--- src/rtl/mem_uart_bridge_pkg.sv ---
// Shared types and constants for the UART-to-memory bridge.
package mem_uart_pkg;

   localparam int DEFAULT_CLKS_PER_BIT = 87;
   localparam int UART_BITS            = 10;

   typedef enum logic [2:0] {
      IDLE     = 3'd0,
      GET_DATA = 3'd1,
      WRITE    = 3'd2,
      RD_ADDR  = 3'd3,
      RD_WAIT  = 3'd4,
      SEND     = 3'd5
   } state_e;

   typedef enum logic [1:0] {
      RX_IDLE  = 2'd0,
      RX_START = 2'd1,
      RX_DATA  = 2'd2,
      RX_STOP  = 2'd3
   } rx_state_e;

endpackage

--- src/rtl/mem_uart_bridge_if.sv ---
// Bus between the bridge and its 128-byte memory (registered read data).
interface mem_uart_bridge_if;

   logic [6:0] mem_addr;
   logic       mem_wr;
   logic [7:0] mem_wdata;
   logic [7:0] mem_rdata;

   modport master (output mem_addr, output mem_wr, output mem_wdata, input mem_rdata);
   modport slave  (input mem_addr, input mem_wr, input mem_wdata, output mem_rdata);

endinterface

--- src/rtl/mem_uart_bridge_uart_rx.sv ---
// 8N1 UART receiver: 2-flop synchronizer, mid-bit sampling, stop-bit framing check.
module uart_rx
   import mem_uart_pkg::*;
#(
   parameter int CLKS_PER_BIT = DEFAULT_CLKS_PER_BIT
) (
   input  logic       clk,
   input  logic       rst_n,
   input  logic       i_rx,
   output logic       o_valid,
   output logic [7:0] o_data,
   output logic       o_frame_err
);

   localparam logic [9:0] HALF_M1 = 10'(CLKS_PER_BIT / 2 - 1);
   localparam logic [9:0] FULL_M1 = 10'(CLKS_PER_BIT - 1);

   logic      r_sync1, r_sync2, r_prev;
   rx_state_e r_state, w_state_nx;
   logic [9:0] r_cnt, w_cnt_nx;
   logic [2:0] r_bit, w_bit_nx;
   logic [7:0] r_shift, w_shift_nx;
   logic      r_valid, w_valid_nx;
   logic      r_ferr, w_ferr_nx;

   // Synchronizer flops reset high so the idle line never looks like a start edge.
   always_ff @(posedge clk) begin
      if (!rst_n) begin
         r_sync1 <= 1'b1;
         r_sync2 <= 1'b1;
         r_prev  <= 1'b1;
         r_state <= RX_IDLE;
         r_cnt   <= 10'd0;
         r_bit   <= 3'd0;
         r_shift <= 8'd0;
         r_valid <= 1'b0;
         r_ferr  <= 1'b0;
      end else begin
         r_sync1 <= i_rx;
         r_sync2 <= r_sync1;
         r_prev  <= r_sync2;
         r_state <= w_state_nx;
         r_cnt   <= w_cnt_nx;
         r_bit   <= w_bit_nx;
         r_shift <= w_shift_nx;
         r_valid <= w_valid_nx;
         r_ferr  <= w_ferr_nx;
      end
   end

   always_comb begin
      w_state_nx = r_state;
      w_cnt_nx   = r_cnt + 10'd1;
      w_bit_nx   = r_bit;
      w_shift_nx = r_shift;
      w_valid_nx = 1'b0;
      w_ferr_nx  = 1'b0;
      case (r_state)
         RX_IDLE: begin
            w_cnt_nx = 10'd0;
            if (r_prev && !r_sync2) w_state_nx = RX_START;
            else                    w_state_nx = RX_IDLE;
         end
         RX_START: begin
            if (r_cnt == HALF_M1) begin
               w_cnt_nx = 10'd0;
               w_bit_nx = 3'd0;
               if (r_sync2) w_state_nx = RX_IDLE;
               else         w_state_nx = RX_DATA;
            end else begin
               w_state_nx = RX_START;
            end
         end
         RX_DATA: begin
            if (r_cnt == FULL_M1) begin
               w_cnt_nx   = 10'd0;
               w_shift_nx = {r_sync2, r_shift[7:1]};
               if (r_bit == 3'd7) w_state_nx = RX_STOP;
               else               w_bit_nx   = r_bit + 3'd1;
            end else begin
               w_state_nx = RX_DATA;
            end
         end
         RX_STOP: begin
            if (r_cnt == FULL_M1) begin
               w_cnt_nx   = 10'd0;
               w_state_nx = RX_IDLE;
               if (r_sync2) w_valid_nx = 1'b1;
               else         w_ferr_nx  = 1'b1;
            end else begin
               w_state_nx = RX_STOP;
            end
         end
         default: begin
            w_state_nx = RX_IDLE;
            w_cnt_nx   = 10'd0;
         end
      endcase
   end

   assign o_valid     = r_valid;
   assign o_data      = r_shift;
   assign o_frame_err = r_ferr;

endmodule

--- src/rtl/mem_uart_bridge.sv ---
// UART command bridge: {wr,addr} then data writes memory; {0,addr} reads one byte back over tx.
module mem_uart_bridge
   import mem_uart_pkg::*;
#(
   parameter int CLKS_PER_BIT = DEFAULT_CLKS_PER_BIT
) (
   input  logic clk,
   input  logic rst_n,
   input  logic rx,
   output logic tx,
   output logic busy,
   output logic err,
   mem_uart_bridge_if.master mem
);

   localparam logic [9:0] FULL_M1 = 10'(CLKS_PER_BIT - 1);
   localparam logic [3:0] TX_LAST = 4'(UART_BITS - 1);

   logic       w_rx_valid, w_rx_ferr;
   logic [7:0] w_rx_data;
   state_e     r_state, w_state_nx;
   logic [6:0] r_mem_addr, w_mem_addr_nx;
   logic [7:0] r_mem_wdata, w_mem_wdata_nx;
   logic       r_mem_wr, r_err, w_err_nx, r_busy;
   logic       r_tx, w_tx_nx, r_tx_active, w_tx_active_nx, w_tx_start, w_tx_done;
   logic [9:0] r_tx_cnt, w_tx_cnt_nx;
   logic [3:0] r_tx_bits, w_tx_bits_nx;
   logic [8:0] r_tx_shift, w_tx_shift_nx;

   uart_rx #(.CLKS_PER_BIT(CLKS_PER_BIT)) u_rx (
      .clk         (clk),
      .rst_n       (rst_n),
      .i_rx        (rx),
      .o_valid     (w_rx_valid),
      .o_data      (w_rx_data),
      .o_frame_err (w_rx_ferr)
   );

   always_ff @(posedge clk) begin
      if (!rst_n) begin
         r_state     <= IDLE;
         r_mem_addr  <= 7'd0;
         r_mem_wdata <= 8'd0;
         r_mem_wr    <= 1'b0;
         r_err       <= 1'b0;
         r_busy      <= 1'b0;
         r_tx        <= 1'b1;
         r_tx_active <= 1'b0;
         r_tx_cnt    <= 10'd0;
         r_tx_bits   <= 4'd0;
         r_tx_shift  <= 9'd0;
      end else begin
         r_state     <= w_state_nx;
         r_mem_addr  <= w_mem_addr_nx;
         r_mem_wdata <= w_mem_wdata_nx;
         r_mem_wr    <= (w_state_nx == WRITE);
         r_err       <= w_err_nx;
         r_busy      <= (w_state_nx != IDLE) || w_tx_active_nx;
         r_tx        <= w_tx_nx;
         r_tx_active <= w_tx_active_nx;
         r_tx_cnt    <= w_tx_cnt_nx;
         r_tx_bits   <= w_tx_bits_nx;
         r_tx_shift  <= w_tx_shift_nx;
      end
   end

   assign w_tx_done = r_tx_active && (r_tx_cnt == FULL_M1) && (r_tx_bits == TX_LAST);

   // A byte arriving while a read is in flight is an overrun: dropped and flagged.
   always_comb begin
      w_state_nx     = r_state;
      w_mem_addr_nx  = r_mem_addr;
      w_mem_wdata_nx = r_mem_wdata;
      w_tx_start     = 1'b0;
      w_err_nx       = r_err | w_rx_ferr;
      case (r_state)
         IDLE: begin
            if (w_rx_valid) begin
               w_mem_addr_nx = w_rx_data[6:0];
               if (w_rx_data[7]) w_state_nx = GET_DATA;
               else              w_state_nx = RD_ADDR;
            end else begin
               w_state_nx = IDLE;
            end
         end
         GET_DATA: begin
            if (w_rx_valid) begin
               w_mem_wdata_nx = w_rx_data;
               w_state_nx     = WRITE;
            end else if (w_rx_ferr) begin
               w_state_nx = IDLE;
            end else begin
               w_state_nx = GET_DATA;
            end
         end
         WRITE:   w_state_nx = IDLE;
         RD_ADDR: begin
            w_state_nx = RD_WAIT;
            w_err_nx   = r_err | w_rx_ferr | w_rx_valid;
         end
         RD_WAIT: begin
            w_state_nx = SEND;
            w_tx_start = 1'b1;
            w_err_nx   = r_err | w_rx_ferr | w_rx_valid;
         end
         SEND: begin
            if (w_tx_done) w_state_nx = IDLE;
            else           w_state_nx = SEND;
            w_err_nx = r_err | w_rx_ferr | w_rx_valid;
         end
         default: w_state_nx = IDLE;
      endcase
   end

   // Transmitter: r_tx_bits is the frame slot on the line (0 start, 1..8 data, 9 stop).
   always_comb begin
      w_tx_nx        = r_tx;
      w_tx_active_nx = r_tx_active;
      w_tx_cnt_nx    = r_tx_cnt;
      w_tx_bits_nx   = r_tx_bits;
      w_tx_shift_nx  = r_tx_shift;
      if (w_tx_start) begin
         w_tx_nx        = 1'b0;
         w_tx_active_nx = 1'b1;
         w_tx_cnt_nx    = 10'd0;
         w_tx_bits_nx   = 4'd0;
         w_tx_shift_nx  = {1'b1, mem.mem_rdata};
      end else if (r_tx_active) begin
         if (r_tx_cnt == FULL_M1) begin
            w_tx_cnt_nx = 10'd0;
            if (r_tx_bits == TX_LAST) begin
               w_tx_active_nx = 1'b0;
               w_tx_nx        = 1'b1;
            end else begin
               w_tx_nx       = r_tx_shift[0];
               w_tx_shift_nx = {1'b1, r_tx_shift[8:1]};
               w_tx_bits_nx  = r_tx_bits + 4'd1;
            end
         end else begin
            w_tx_cnt_nx = r_tx_cnt + 10'd1;
         end
      end else begin
         w_tx_nx = 1'b1;
      end
   end

   assign tx            = r_tx;
   assign busy          = r_busy;
   assign err           = r_err;
   assign mem.mem_addr  = r_mem_addr;
   assign mem.mem_wr    = r_mem_wr;
   assign mem.mem_wdata = r_mem_wdata;

endmodule

--- src/flat_wrapper.sv ---
// flat-port wrapper written by rule: the top's interface ports become plain ports
module mem_uart_bridge_flat import mem_uart_pkg::*;
#(
   parameter int CLKS_PER_BIT = DEFAULT_CLKS_PER_BIT
)
  (clk, rst_n, rx, tx, busy, err, mem_mem_addr, mem_mem_wr, mem_mem_wdata, mem_mem_rdata);
  mem_uart_bridge_if mem_i ();
  input  logic clk;
  input  logic rst_n;
  input  logic rx;
  output logic tx;
  output logic busy;
  output logic err;
  output wire logic [$bits(mem_i.mem_addr)-1:0] mem_mem_addr;
  output wire logic [$bits(mem_i.mem_wr)-1:0] mem_mem_wr;
  output wire logic [$bits(mem_i.mem_wdata)-1:0] mem_mem_wdata;
  input wire logic [$bits(mem_i.mem_rdata)-1:0] mem_mem_rdata;
  assign mem_mem_addr = mem_i.mem_addr;
  assign mem_mem_wr = mem_i.mem_wr;
  assign mem_mem_wdata = mem_i.mem_wdata;
  assign mem_i.mem_rdata = mem_mem_rdata;
  mem_uart_bridge #(.CLKS_PER_BIT(CLKS_PER_BIT)) u_core (.clk(clk), .rst_n(rst_n), .rx(rx), .tx(tx), .busy(busy), .err(err), .mem(mem_i));
endmodule
--- config.mk ---
export PLATFORM = sky130hd
export DESIGN_NAME = mem_uart_bridge_flat
export DESIGN_NICKNAME = d
export VERILOG_FILES = /design/src/rtl/mem_uart_bridge_pkg.sv /design/src/rtl/mem_uart_bridge_if.sv /design/src/rtl/mem_uart_bridge_uart_rx.sv /design/src/rtl/mem_uart_bridge.sv /design/src/flat_wrapper.sv
export SDC_FILE = /design/constraint.sdc
export NUM_CORES = 1
export LEC_CHECK = 0
export BUFFER_PORTS_ARGS = -buffer_cell sky130_fd_sc_hd__buf_2
export CAP_MARGIN = 20
export CORE_UTILIZATION = 50
export CTS_CLUSTER_SIZE = 28
export DETAILED_ROUTE_END_ITERATION = 8
export PLACE_DENSITY_LB_ADDON = 0.3
export SLEW_MARGIN = 20
export SYNTH_ARGS = -nofsm -noshare
export SYNTH_HDL_FRONTEND = slang
export SYNTH_HIERARCHICAL = 1
export SYNTH_SLANG_ARGS = --single-unit
--- constraint.sdc ---
create_clock -name clk -period 2.1 [get_ports clk]
set_clock_uncertainty 0.1 [all_clocks]
set_input_delay 0 -clock clk [delete_from_list [all_inputs] [get_ports clk]]
set_output_delay 0 -clock clk [all_outputs]
set_load 0.05 [all_outputs]
Word-level counts from Yosys, hierarchy flattened

Index checks and enable logic that the tools add are counted.

Input bits: 11
ROM bits: 0
Output and inout bits: 19
Word-level logic and storage cells: 105
Memories: 0
RAM bits: 0
Latch bits: 0
Register bits: 74

$lt $le $gt $ge: 0
Bitwise operators: 4
Shift operators: 0
Divide/modulo/power cells: 0
Reduce and logical (&&, ||, !) cells: 21
Multipliers: 0
$add $sub $neg: 4
Equality and inequality tests: 19
Muxes and demuxes: 37

Operators with widths:

| kind                                                             | count |
|---|---|
| 9-bit two-way mux                                                | 4 |
| 10-bit two-way mux                                               | 3 |
| 10-bit one-hot mux with 3 select lines                           | 1 |
| 10-bit by 1-bit adder with 10-bit output, second input constant  | 2 |
| 10-bit by 7-bit == test with 1-bit output, second input constant | 2 |
| 3-bit two-way mux                                                | 5 |
| 3-bit one-hot mux with 5 select lines                            | 1 |
| 1-bit two-way mux                                                | 14 |
| 2-bit two-way mux                                                | 7 |
| 10-bit by 6-bit == test with 1-bit output, second input constant | 1 |
| 3-bit == test, second input constant                             | 3 |
| 3-bit AND reduction                                              | 3 |
| 2-bit one-hot mux with 4 select lines                            | 1 |
| 3-bit by 2-bit == test with 1-bit output, second input constant  | 2 |
| 2-bit inequality test, second input constant                     | 3 |
| 3-bit inequality test, second input constant                     | 2 |
| 3-bit one-hot mux with 2 select lines                            | 1 |
| 2-bit AND reduction                                              | 3 |
| 2-bit nonzero test                                               | 3 |
| 4-bit by 1-bit adder with 4-bit output, second input constant    | 1 |
| 2-bit == test, second input constant                             | 2 |
| 4-bit == test, second input constant                             | 1 |
| 4-bit AND reduction                                              | 1 |
| 2-bit OR reduction                                               | 2 |
| 13 further kinds                                                 | 17 |

Depth between registers and ports, before layout

Depth in word-level cells: 7
Gate-level depth with buffers: 7
Depth with buffers taken out: 6

Cells and area by module

The synthesis kept the hierarchy.

By module, submodules not included:

| module          | seq. area each (um^2) | cells an instance | area an instance (um^2) | times used |
|---|---|---|---|---|
| mem_uart_bridge | 920.9                 | 221               | 2,026.9                 | 1 |
| uart_rx         | 560.5                 | 129               | 1,182.4                 | 1 |

Worst setup path before layout

OpenSTA, ideal clock, no wires.

Kind: reg2reg
From: register u_core.u_rx.r_cnt[1]
To: register u_core.u_rx.r_bit[1]
Library setup time: 117 ps
Data arrival time: 1,545 ps
Clock period less this slack: 1,763 ps
Path buffers: 0
Required time: 1,883 ps
Path slack: 337 ps
Cell stages (with the launch flop): 6
Cell sequence: dfxtp_1 -> ha_1 -> nor4b_4 -> nand2_1 -> o32a_2 -> a32o_1

Word-level cells in the longest chain between the ends: 3
Elaborated cells between the ends (all ways): 5
Classes of those cells: 4 x eq/ne; 1 x reduce/logical

Ends and longest elaborated chain:

| what                                                                                                          | line                                                         | source |
|---|---|---|
| start, declared                                                                                               | mem_uart_bridge_uart_rx.sv:20                                | `logic [9:0] r_cnt, w_cnt_nx;` |
| start signal, assigned                                                                                        | mem_uart_bridge_uart_rx.sv:43                                | `r_cnt <= w_cnt_nx;` |
| 10-bit by 7-bit == test with 1-bit output / 10-bit by 6-bit == test with 1-bit output (equally long branches) | mem_uart_bridge_uart_rx.sv:75, mem_uart_bridge_uart_rx.sv:65 |  |
| 2-bit inequality test (no line)                                                                               | -                                                            |  |
| 4-bit AND reduction (no line) *                                                                               | -                                                            |  |
| end signal, assigned                                                                                          | mem_uart_bridge_uart_rx.sv:44                                | `r_bit <= w_bit_nx;` |
| end, declared                                                                                                 | mem_uart_bridge_uart_rx.sv:21                                | `logic [2:0] r_bit, w_bit_nx;` |

Every way passes the cells marked *; elsewhere a longest branch is shown, timed or not.
A chain may end at the register's enable or synchronous reset.

Worst setup path in the final report

Ends and elaborated chain as after synthesis.

==> impl_summary.log <==
[metrics] number of rows in the core area: 28
[metrics] post-detailed-routing wire length: roughly 6100 um
[metrics] post-detailed-route wirelength per cell: 13.0 um
[metrics] Layout Area Growth over Synthesis: 16.1%
[metrics] vias per cell: around 5.4
[metrics] overall routing resource usage: between 20% and 30%
[metrics] largest incremental delay on the critical path: ~0.42 ns
[metrics] DPL Wire Length: approximately 4100 um
[metrics] startpoint of the tightest hold check path: u_core/u_rx/r_sync1$_SDFF_PN1_
[metrics] category of the most critical setup path: reg2reg
[metrics] number of instances in the synthesized netlist: 350
[metrics] worst-path maximum fanout: 7
[metrics] count of different cell masters after synthesis: 58
[metrics] number of global-route vias before repair: approximately 2,300
[metrics] wire length of the first global-routing pass: 10,300 um
[metrics] required time at the endpoint of the critical path: between 2 and 2.5 ns
[metrics] library cell contributing the largest single delay on the critical path: dfxtp_1
[metrics] antenna viol nets, final: 0
[metrics] Worst Setup End Kind: register
[metrics] sort of element at the start of the critical path: register
[metrics] Final Cycle Share: about nine tenths
[metrics] TritonCTS clock tree: yes
[metrics] library cell with the largest summed area after synthesis: dfxtp_1
[metrics] maximum VDD drop: 474 uV
[metrics] total of flip-flops plus latches after synthesis: 74
[metrics] antenna cell count: 0
[metrics] Detailed Routing Iterations Pass 1: 4
[metrics] final setup fails: 0
[metrics] Worst Hold Class: reg2reg
[metrics] routed vias: around 2,500
[metrics] max capacitance violation total: 0
[metrics] input/output buffers: 29
[metrics] global placement routability congestion: 0.814
[metrics] die footprint: 0.00674 mm2
[metrics] I/O Pins: 30
[metrics] total grt overflow: 0
[metrics] drt first-iter violations: 201
[metrics] status: finished, final reports clean
[metrics] Die H: 82.1 um
[metrics] r2r worst-path depth: 5
[metrics] data arrival at the endpoint of the critical path: 2.07 ns
[metrics] buffers from clock root to sink, at most: 2
[metrics] pin count of the biggest net entering global routing: 35
[metrics] Yosys top cell area share: 46.2%
[metrics] register clock-pin slew on the reported worst setup and hold paths: roughly 0.080 ns
[metrics] power density over the cells: 695 mW/mm2
[metrics] Avg Inst Size Synth: approximately 9 um2
[metrics] leakage component of the power: 1.35 nW
[metrics] cells taking the most area after synthesis: dfxtp_1 (46%), nand2_1 (6.3%), o21ai_0 (3.3%), xor2_1 (3.3%), nor2_1 (3.2%)
[metrics] instance count along the most critical hold path: 1
[metrics] worst-skew pair later-pin latency: ~0.35 ns
[metrics] effective utilization at floorplan: 53.0%
[metrics] summed instance area of the synthesized netlist: 0.00321 mm2
[metrics] H-tree levels: 3
[metrics] EDFF count, synth: 0
[metrics] layout net count: just over 400
[metrics] number of failing hold endpoints at the final stage: 0
[metrics] post-route worst setup slack: roughly 0.17 ns
[metrics] root buffer selected by CTS: clkbuf_8
[metrics] remaining routing DRC violations: 0
[metrics] sequence of cells on the critical path: ha_1, nor4b_4, nand2_1, o32a_2, a32o_1
[metrics] CTS sink count: 74
[metrics] Placeable Area: about 0.0061 mm2
[metrics] horizontal die dimension: 82.1 um
[metrics] worst hold path endpoint: u_core/u_rx/r_sync2$_SDFF_PN1_
[metrics] maximum clock frequency: between 0.5 and 0.6 GHz
[metrics] worst-margin pin slew: 0.493 ns
[metrics] fraction of synthesis flops using an asynchronous set or reset pin: 0%
[metrics] warnings from Yosys: 6
[metrics] setup slack, reg-to-reg: 0.17 ns
[metrics] post-CTS setup buffer count: 0
[metrics] synthesized net count: 369
[metrics] final critical path time including I/O delays and setup: about 1.9 ns
[metrics] worst slew margin relative to its limit: 67.1%
[metrics] predominant post-synthesis flop cell: dfxtp_1
[metrics] final setup TNS: 0 ns
[metrics] unrepaired setup endpoints after global routing: no
[metrics] proportion of layout cells with a drive suffix above 1: 17.0%
[metrics] Post-Place Worst Slack: 0.199 ns
[metrics] Seq/Total Area, Yosys: 46.2%
[metrics] antenna violations before repair: 0
[metrics] TritonCTS buffer count: 9
[metrics] Final Max Tran Viols: 0
[metrics] critical register-to-register path startpoint: u_core/u_rx/r_cnt[1]$_SDFF_PN0_
[metrics] reg-to-reg critical path endpoint: u_core/u_rx/r_bit[1]$_SDFFE_PN0P_
## layer usage
metal | track usage (%) | wire length [um] | up-vias
li1 | - | - | 1306
met1 | 23.8 | 2820 | 1204
met2 | 34.1 | 3000 | 27
met3 | 7.91 | 198 | 7
met4 | 6.32 | 70 | 0
met5 | 0 | 0 | -
## through the flow
step | std cells | instance area (um2) | hold slack [ns] | power, W | util, %
after detailed placement | 443 | 3410 | 0.0853 | 0.00149 | 56.3
after global routing | 470 | 3730 | 0.344 | 0.00269 | 61.5
after global placement | 443 | 3410 | 0.0841 | 0.00149 | 56.3
after floorplan | 350 | 3210 | 0.00147 | 0.00147 | -
final | 470 | 3730 | 0.315 | 0.00259 | 61.5
after CTS | 470 | 3730 | 0.319 | 0.00262 | 61.5
## cells by family (layout without fill, tap and decap cells)
group / after synthesis / in the layout / share of synthesized area (%)
xor+xnor: 17 / 17 / 4.64
flops: 74 / 74 / 46.2
compound gates: 62 / 62 / 13.1
mux: 9 / 9 / 2.85
simple gates: 159 / 159 / 27.4
fa+ha+maj: 8 / 8 / 3.12
buf+inv: 21 / 66 / 2.69
## power by group
group / total (W) / internal (W) / switching [W]
Sequential: 0.00141 / 0.00141 / 0.00000390
Clock: 0.00112 / 0.000583 / 0.000533
Combinational: 0.0000649 / 0.0000328 / 0.0000321
## repair_timing
item	4_1_cts	5_1_grt
gates resized for setup	0	0
endpoints found under the hold margin	11	0
hold buffers	11	0
## flip-flops by register name, indices dropped and copies added (netlist names), 2 cells and up
name,flops
u_core/u_rx/r_cnt,10
u_core/u_rx/o_data,8
u_core/r_tx_shift,9
u_core/mem.mem_addr,7
u_core/r_state,3
u_core/r_tx_cnt,10
u_core/u_rx/r_state,2
u_core/r_tx_bits,4
u_core/u_rx/r_bit,3
u_core/mem.mem_wdata,8
## worst max-delay path by stage
stage	start	depth (start not counted)	endpoint
floorplan	u_core/u_rx/r_cnt[1]$_SDFF_PN0_	5	u_core/u_rx/r_bit[1]$_SDFFE_PN0P_
CTS	u_core/u_rx/r_cnt[1]$_SDFF_PN0_	5	u_core/u_rx/r_bit[2]$_SDFFE_PN0P_
finish	u_core/u_rx/r_cnt[1]$_SDFF_PN0_	5	u_core/u_rx/r_bit[1]$_SDFFE_PN0P_
global placement	u_core/u_rx/r_cnt[1]$_SDFF_PN0_	5	u_core/u_rx/r_bit[2]$_SDFFE_PN0P_
global route	u_core/u_rx/r_cnt[0]$_SDFF_PN0_	6	u_core/u_rx/r_bit[2]$_SDFFE_PN0P_
detailed placement	u_core/u_rx/r_cnt[1]$_SDFF_PN0_	5	u_core/u_rx/r_bit[2]$_SDFFE_PN0P_
## placed cells by master, fill, tap and decap left out, types with 2 or more instances in the layout
master	Yosys	final
a21boi_0	10	10
nor2b_1	11	11
nand4_1	9	9
a31oi_1	10	10
and2b_2	2	2
nand2b_1	5	5
buf_2	3	29
and4_1	3	3
o21a_1	2	2
nand2_1	54	54
xor2_1	12	12
o31ai_1	2	2
o21ai_0	21	21
mux2i_1	8	8
xnor2_1	5	5
or3_1	2	2
nand3b_1	2	2
clkinv_2	0	2
dlygate4sd3_1	0	11
ha_1	8	8
a32o_1	2	2
nor3b_1	3	3
clkbuf_8	0	10
nor3_1	3	3
and3_1	3	3
and4bb_2	2	2
buf_4	1	4
a21oi_1	3	3
nor2_1	27	27
inv_1	6	6
nand3_1	19	19
dfxtp_1	74	74
## layout make-up
type,instances,area [um2]
Multi-Input combinational cell,255,1640
Clock inverter,6,65.1
Timing Repair Buffer,44,285
Sequential cell,74,1480
Clock buffer,10,138
Inverter,6,22.5
Tap cell,75,93.8
Fill cell,526,2330
## critical path, delay by kind of cell, from the launching register on
kind,cells,cell delay [ns]
AND/OR/NAND/NOR,2,0.49
flip-flops,1,0.42
adder cells (fa/ha/maj),1,0.18
AO/OA/AOI/OAI,2,0.63
## Yosys cell counts (all sizes together) (9+ instances only)
master,instances
nor2b,11
nor2,28
a21boi,10
o21ai,21
dfxtp,74
a31oi,11
clkbuf,10
nand4,9
nand2,54
xor2,12
nand3,19
Note: power is estimated with default switching activity, not from simulation.
